--- src/rtl/audio_pkg.sv ---
// Shared audio definitions: sample format and the WM8731 digital-audio-interface
// constants used by both this serializer and the codec-configuration table.
package audio_pkg;

  localparam int SAMPLE_W = 16;

  typedef struct packed {
    logic [SAMPLE_W-1:0] left;
    logic [SAMPLE_W-1:0] right;
  } stereo_sample_t;

  // WM8731 R7 (digital audio interface format) fields
  localparam logic [1:0] DAIF_FORMAT_RJ  = 2'b00;
  localparam logic [1:0] DAIF_FORMAT_LJ  = 2'b01;
  localparam logic [1:0] DAIF_FORMAT_I2S = 2'b10;
  localparam logic [1:0] DAIF_FORMAT_DSP = 2'b11;
  localparam logic [1:0] DAIF_IWL_16BIT  = 2'b00;
  localparam logic [1:0] DAIF_IWL_20BIT  = 2'b01;
  localparam logic [1:0] DAIF_IWL_24BIT  = 2'b10;
  localparam logic [1:0] DAIF_IWL_32BIT  = 2'b11;
  localparam logic       DAIF_MS_SLAVE   = 1'b0;

  // Codec as slave, I2S, 16-bit words, no BCLK inversion or LR swap.
  localparam logic [8:0] DAIF_CFG = {2'b00, 1'b0, DAIF_MS_SLAVE, 1'b0, 1'b0,
                                     DAIF_IWL_16BIT, DAIF_FORMAT_I2S};

endpackage

--- src/rtl/aud_bclk_gen.sv ---
// Bit-clock generator: divides clk by 2*BCLK_HALF and flags the cycle in which
// the bit clock falls, which is when all serial state is allowed to change.
module aud_bclk_gen #(
  parameter int BCLK_HALF = 16
) (
  input  logic clk,
  input  logic rst_n,
  output logic bclk,
  output logic fall
);

  localparam int DIV_W = (BCLK_HALF > 1) ? $clog2(BCLK_HALF) : 1;
  localparam logic [DIV_W-1:0] DIV_LAST = DIV_W'(BCLK_HALF - 1);

  logic [DIV_W-1:0] div_q, div_d;
  logic             bclk_q, bclk_d;
  logic             term;

  always_comb begin
    term   = (div_q == DIV_LAST);
    div_d  = term ? '0 : div_q + DIV_W'(1);
    bclk_d = term ? ~bclk_q : bclk_q;
  end

  always_ff @(posedge clk or negedge rst_n) begin
    if (!rst_n) begin
      div_q  <= '0;
      bclk_q <= 1'b0;
    end else begin
      div_q  <= div_d;
      bclk_q <= bclk_d;
    end
  end

  assign bclk = bclk_q;
  assign fall = term & bclk_q;

endmodule

--- src/rtl/aud_dac_serializer.sv ---
// I2S master serializer for the WM8731 DAC: one stereo sample per frame,
// MSB first, data delayed one bit clock after each LRCK edge.
module aud_dac_serializer
  import audio_pkg::*;
#(
  parameter int BCLK_HALF = 16,
  parameter int SLOT_BITS = 16
) (
  input  logic                Clk,
  input  logic                Reset,
  input  logic                sample_valid,
  output logic                sample_ready,
  input  logic [SAMPLE_W-1:0] sample_left,
  input  logic [SAMPLE_W-1:0] sample_right,
  output logic                AUD_BCLK,
  output logic                AUD_DACLRCK,
  output logic                AUD_DACDAT,
  output logic                frame_start,
  output logic                underrun
);

  localparam int FRAME_BITS = 2 * SLOT_BITS;
  localparam int B_W        = $clog2(FRAME_BITS);
  localparam int SREG_W     = 2 * SAMPLE_W;
  localparam logic [B_W-1:0] B_LAST = B_W'(FRAME_BITS - 1);
  localparam logic [B_W-1:0] B_SLOT = B_W'(SLOT_BITS);

  logic fall;

  aud_bclk_gen #(.BCLK_HALF(BCLK_HALF)) u_bclk_gen (
    .clk   (Clk),
    .rst_n (Reset),
    .bclk  (AUD_BCLK),
    .fall  (fall)
  );

  stereo_sample_t    hold_q, hold_d;
  logic              hold_full_q, hold_full_d;
  logic [SREG_W-1:0] sreg_q, sreg_d;
  logic [B_W-1:0]    b_q, b_d, b_next;
  logic              lrck_q, lrck_d;
  logic              dat_q, dat_d;
  logic              frame_start_q, frame_start_d;
  logic              underrun_q, underrun_d;
  logic              accept, load;

  // Handshake: a sample transfers on any Clk edge where sample_valid and
  // sample_ready are both high; ready is purely !hold_full, so it never
  // depends on valid and only rises the cycle after a frame load empties hold.
  always_comb begin
    hold_d        = hold_q;
    hold_full_d   = hold_full_q;
    sreg_d        = sreg_q;
    b_d           = b_q;
    lrck_d        = lrck_q;
    dat_d         = dat_q;
    frame_start_d = 1'b0;
    underrun_d    = 1'b0;

    b_next = (b_q == B_LAST) ? '0 : b_q + B_W'(1);
    accept = sample_valid & ~hold_full_q;
    load   = fall & (b_next == '0);

    if (fall) begin
      b_d    = b_next;
      lrck_d = (b_next >= B_SLOT);
      dat_d  = sreg_q[SREG_W-1];
      sreg_d = {sreg_q[SREG_W-2:0], 1'b0};
      // The bit leaving on a load edge is the previous frame's right LSB.
      if (load) begin
        frame_start_d = 1'b1;
        if (hold_full_q) begin
          sreg_d      = hold_q;
          hold_full_d = 1'b0;
        end else begin
          sreg_d     = '0;
          underrun_d = 1'b1;
        end
      end
    end

    if (accept) begin
      hold_d.left  = sample_left;
      hold_d.right = sample_right;
      hold_full_d  = 1'b1;
    end
  end

  always_ff @(posedge Clk or negedge Reset) begin
    if (!Reset) begin
      hold_q        <= '0;
      hold_full_q   <= 1'b0;
      sreg_q        <= '0;
      b_q           <= B_LAST;
      lrck_q        <= 1'b0;
      dat_q         <= 1'b0;
      frame_start_q <= 1'b0;
      underrun_q    <= 1'b0;
    end else begin
      hold_q        <= hold_d;
      hold_full_q   <= hold_full_d;
      sreg_q        <= sreg_d;
      b_q           <= b_d;
      lrck_q        <= lrck_d;
      dat_q         <= dat_d;
      frame_start_q <= frame_start_d;
      underrun_q    <= underrun_d;
    end
  end

  assign sample_ready = ~hold_full_q;
  assign AUD_DACLRCK  = lrck_q;
  assign AUD_DACDAT   = dat_q;
  assign frame_start  = frame_start_q;
  assign underrun     = underrun_q;

endmodule

--- config.mk ---
export PLATFORM = sky130hd
export DESIGN_NAME = aud_dac_serializer
export DESIGN_NICKNAME = d
export VERILOG_FILES = /design/src/rtl/audio_pkg.sv /design/src/rtl/aud_bclk_gen.sv /design/src/rtl/aud_dac_serializer.sv
export SDC_FILE = /design/constraint.sdc
export NUM_CORES = 1
export LEC_CHECK = 0
export CORE_UTILIZATION = 60
export DETAILED_ROUTE_END_ITERATION = 8
export PLACE_DENSITY = 0.9
export SYNTH_ARGS = -nofsm -noshare
export SYNTH_HDL_FRONTEND = slang
export SYNTH_HIERARCHICAL = 1
export SYNTH_SLANG_ARGS = --single-unit
--- constraint.sdc ---
create_clock -name Clk -period 4.2 [get_ports Clk]
set_input_delay 1.26 -clock Clk [delete_from_list [all_inputs] [get_ports Clk]]
set_output_delay 1.26 -clock Clk [all_outputs]
set_load 0.1 [all_outputs]
==> impl_metrics.ini <==
[final_layout]
n_fill_cell = 396
synthToLayoutAreaGrowth_pct = 16.4
antenna_cells = 0
layout.nets = 340
drive_gt1_share_pct = 21.2

[synthesis]
yosys-top-cells-area = dfrtp_1 (53%), mux2i_1 (18%), mux2_2 (11%), dfstp_2 (3.7%), nand2_1 (3.6%)
synth_cells = 264
yosysSeqAreaShare_pct = 56.2
synthSimpleGateAreaFrac_pct = 6.21
synth_fa_ha_area_share_pct = 1.42
synthMuxAreaShare_pct = 29.5
syn_area_um2 = 3530
yosysTopAreaCellShare_pct = 52.5
ys_warn_count = 6
synth_top_family_by_area = multiplexers
yosys.area.top_type = dfrtp_1
synth_compound_area_share_pct = 1.70
synth_xor_area_share_pct = 0.745
postSynthAreaPerCell_um2 = 13.4
syn_nets = 303
synth_seq_cells = 79
ys_types = 29

[critical_path]
end_kind = primary output
slowest_stage = clkdlybuf4s50_1
cp-start-kind = flop
arrival_ns = 1.87
critical_path_required_ns = 2.94
path_max_fanout = 3
path_cells = clkdlybuf4s50_1
cp_num_buf_inv = 1
crit_type = flop to primary output
path_delay_family = buffers and inverters
slowest_delay_ns = 1.15

[floorplanning]
fp.dieH_um = 78.7
die_x_um = 78.7
ios = 41
die_area_um2 = 6190
core_area_um2 = 5570
start_util_pct = 63.3
rows = 27

[global_route]
grt_max_degree = 80
grt_pass1_vias = 2148
globalRouteTotalUtil_pct = 21.2
grt-ovfl-total = 0
antenna_found_initial = 0
grt_pass1_wl_mm = 9.92

[clock_tree]
cts_tree = yes
cts-buffers-inserted = 9
clk_pin_slew_ns = 0.07
cts_resized = 0
cts-hold-fix-buffers = 0
cts_buffer_depth = 2
h-tree-depth = 3
clock-sinks = 79
clock-root-buffer = clkbuf_8
clock_latency_ns = 0.34
post_cts_buffers = 0

[sta]
setup_tns_ns = 0
rsz0062_at_grt = false
finalMaxSlewViolations = 0
hold_violations = 0
worst_clock_skew_ns = 0.00508
tightest_slew_ns = 0.967
setup_viol = 0
relSlewSlack_pct = 35.3
min_period_over_period_pct = 74.5
max_freq_mhz = 320
layout_min_cycle_time_ns = 3.13

[drt]
firstDrtPassIters = 4
vias_per_cell = 5.50
drc = 0
drt-total-wl_mm = 5.73
routedWlPerCell_um = 15.2
drt_first_iter_violations = 150
final_antenna_net_count = 0
vias = 2080

[placement]
place.gp.congestion = 0.698
dp_hpwl_mm = 3.71
io_buffers = 40

[pwr]
p_leak_nw = 1.76
p_per_area_nw_per_um2 = 328
power_mw = 1.35
worst_ir_drop_vdd_mv = 0.310

[run_status]
status = finished, final reports clean

[min_path]
hold_class = flop to flop

[job]
drv_cap = 0
## report_power, final
part           switching (mW)  internal (mW)
Sequential            0.00855          0.776
Combinational          0.0259         0.0424
Clock                   0.245          0.249
Total                   0.280           1.07
## state kept, by name (all words and copies together) (netlist names)
| register | count |
|---|---|
| b_q | 5 |
| underrun | 1 |
| AUD_DACLRCK | 1 |
| frame_start | 1 |
| hold_q | 32 |
| sreg_q | 32 |
| AUD_DACDAT | 1 |
| u_bclk_gen/div_q | 4 |
| u_bclk_gen/bclk | 1 |
| hold_full_q | 1 |
## per-stage QoR
step	setup WS (ns)	cell area [um^2]	instances	hold WS, ns	util [%]
4_1_cts	1.05	4100	378	0.510	73.6
2_1_floorplan	1.83	3530	264	0.442	-
3_5_place_dp	1.18	3930	362	0.493	70.6
3_3_place_gp	1.20	3930	362	0.456	70.6
5_1_grt	1.03	4100	378	0.525	73.6
6_report	1.07	4100	378	0.507	73.6
## cell usage in the layout, fill, tap and decap left out, types with 2 or more instances in the layout
cell type / netlist / layout
buf_4: 0 / 5
clkbuf_1: 9 / 5
clkbuf_8: 0 / 11
clkdlybuf4s50_1: 0 / 38
dfrtp_1: 74 / 74
dfstp_2: 5 / 5
ha_1: 4 / 4
inv_1: 6 / 6
mux2_2: 36 / 36
mux2i_1: 62 / 62
nand2_1: 34 / 34
nor2_1: 5 / 4
o21ai_0: 3 / 3
xnor2_1: 2 / 2
## worst register-to-register path: cells and delay by family (launching register included)
kind | cells | cell delay [ns]
buffers and inverters | 1 | 0.51
muxes | 2 | 0.58
DFF | 1 | 0.58
and+or+nand+nor | 3 | 0.52
adders and majority gates | 2 | 0.46
## area by class of cell
type / count / area (um^2) / area share (%)
Clock buffer: 16 / 170 / 4.15
Inverter: 6 / 22.5 / 0.549
Multi-Input combinational cell: 162 / 1420 / 34.6
Sequential cell: 79 / 1980 / 48.3
Tap cell: 72 / 90.1 / 2.20
Timing Repair Buffer: 43 / 418 / 10.2
## logic make-up after synthesis
| kind of cell | count (synthesis) |
|---|---|
| buffers and inverters | 23 |
| flip-flops | 79 |
| adder cells (fa/ha/maj) | 4 |
| AND/OR/NAND/NOR | 48 |
| AO/OA/AOI/OAI | 8 |
| XOR/XNOR | 3 |
| multiplexers | 99 |
## per-layer routing
layer  global-route usage, %  vias up  share of wire, %
met5                       0        -                 0
met4                    7.22        0               1.1
met3                    4.88        8               2.9
met2                    34.8       35                50
met1                    27.6     1057                46
li1                        -      980                 -
## Yosys cell counts (all sizes together)
library cell	n
ha	4
a31oi	1
nand2	34
o21bai	1
nor2	5
nor2b	2
dfstp	5
and2	1
o21ai	3
and2b	1
and4b	1
mux2i	62
a311o	1
inv	6
mux2	37
xor2	1
nand3	2
clkbuf	9
a32o	2
buf	8
dfrtp	74
and3	1
xnor2	2
nor4	1
## worst paths after layout
path | startpoint | endpoint | slack (ns) | cells after the start
min in group asynchronous | Reset | hold_q[6] | 1.07 | 1
setup / recovery | u_bclk_gen/bclk | AUD_BCLK | 1.07 | 1
hold reg to reg | AUD_DACDAT | AUD_DACDAT | 0.51 | 1
setup reg to reg | b_q[0] | sreg_q[2] | 1.46 | 8
hold / removal | AUD_DACDAT | AUD_DACDAT | 0.51 | 1
max in group asynchronous | Reset | sreg_q[24] | 2.51 | 1
Note: power is estimated with default switching activity, not from simulation.
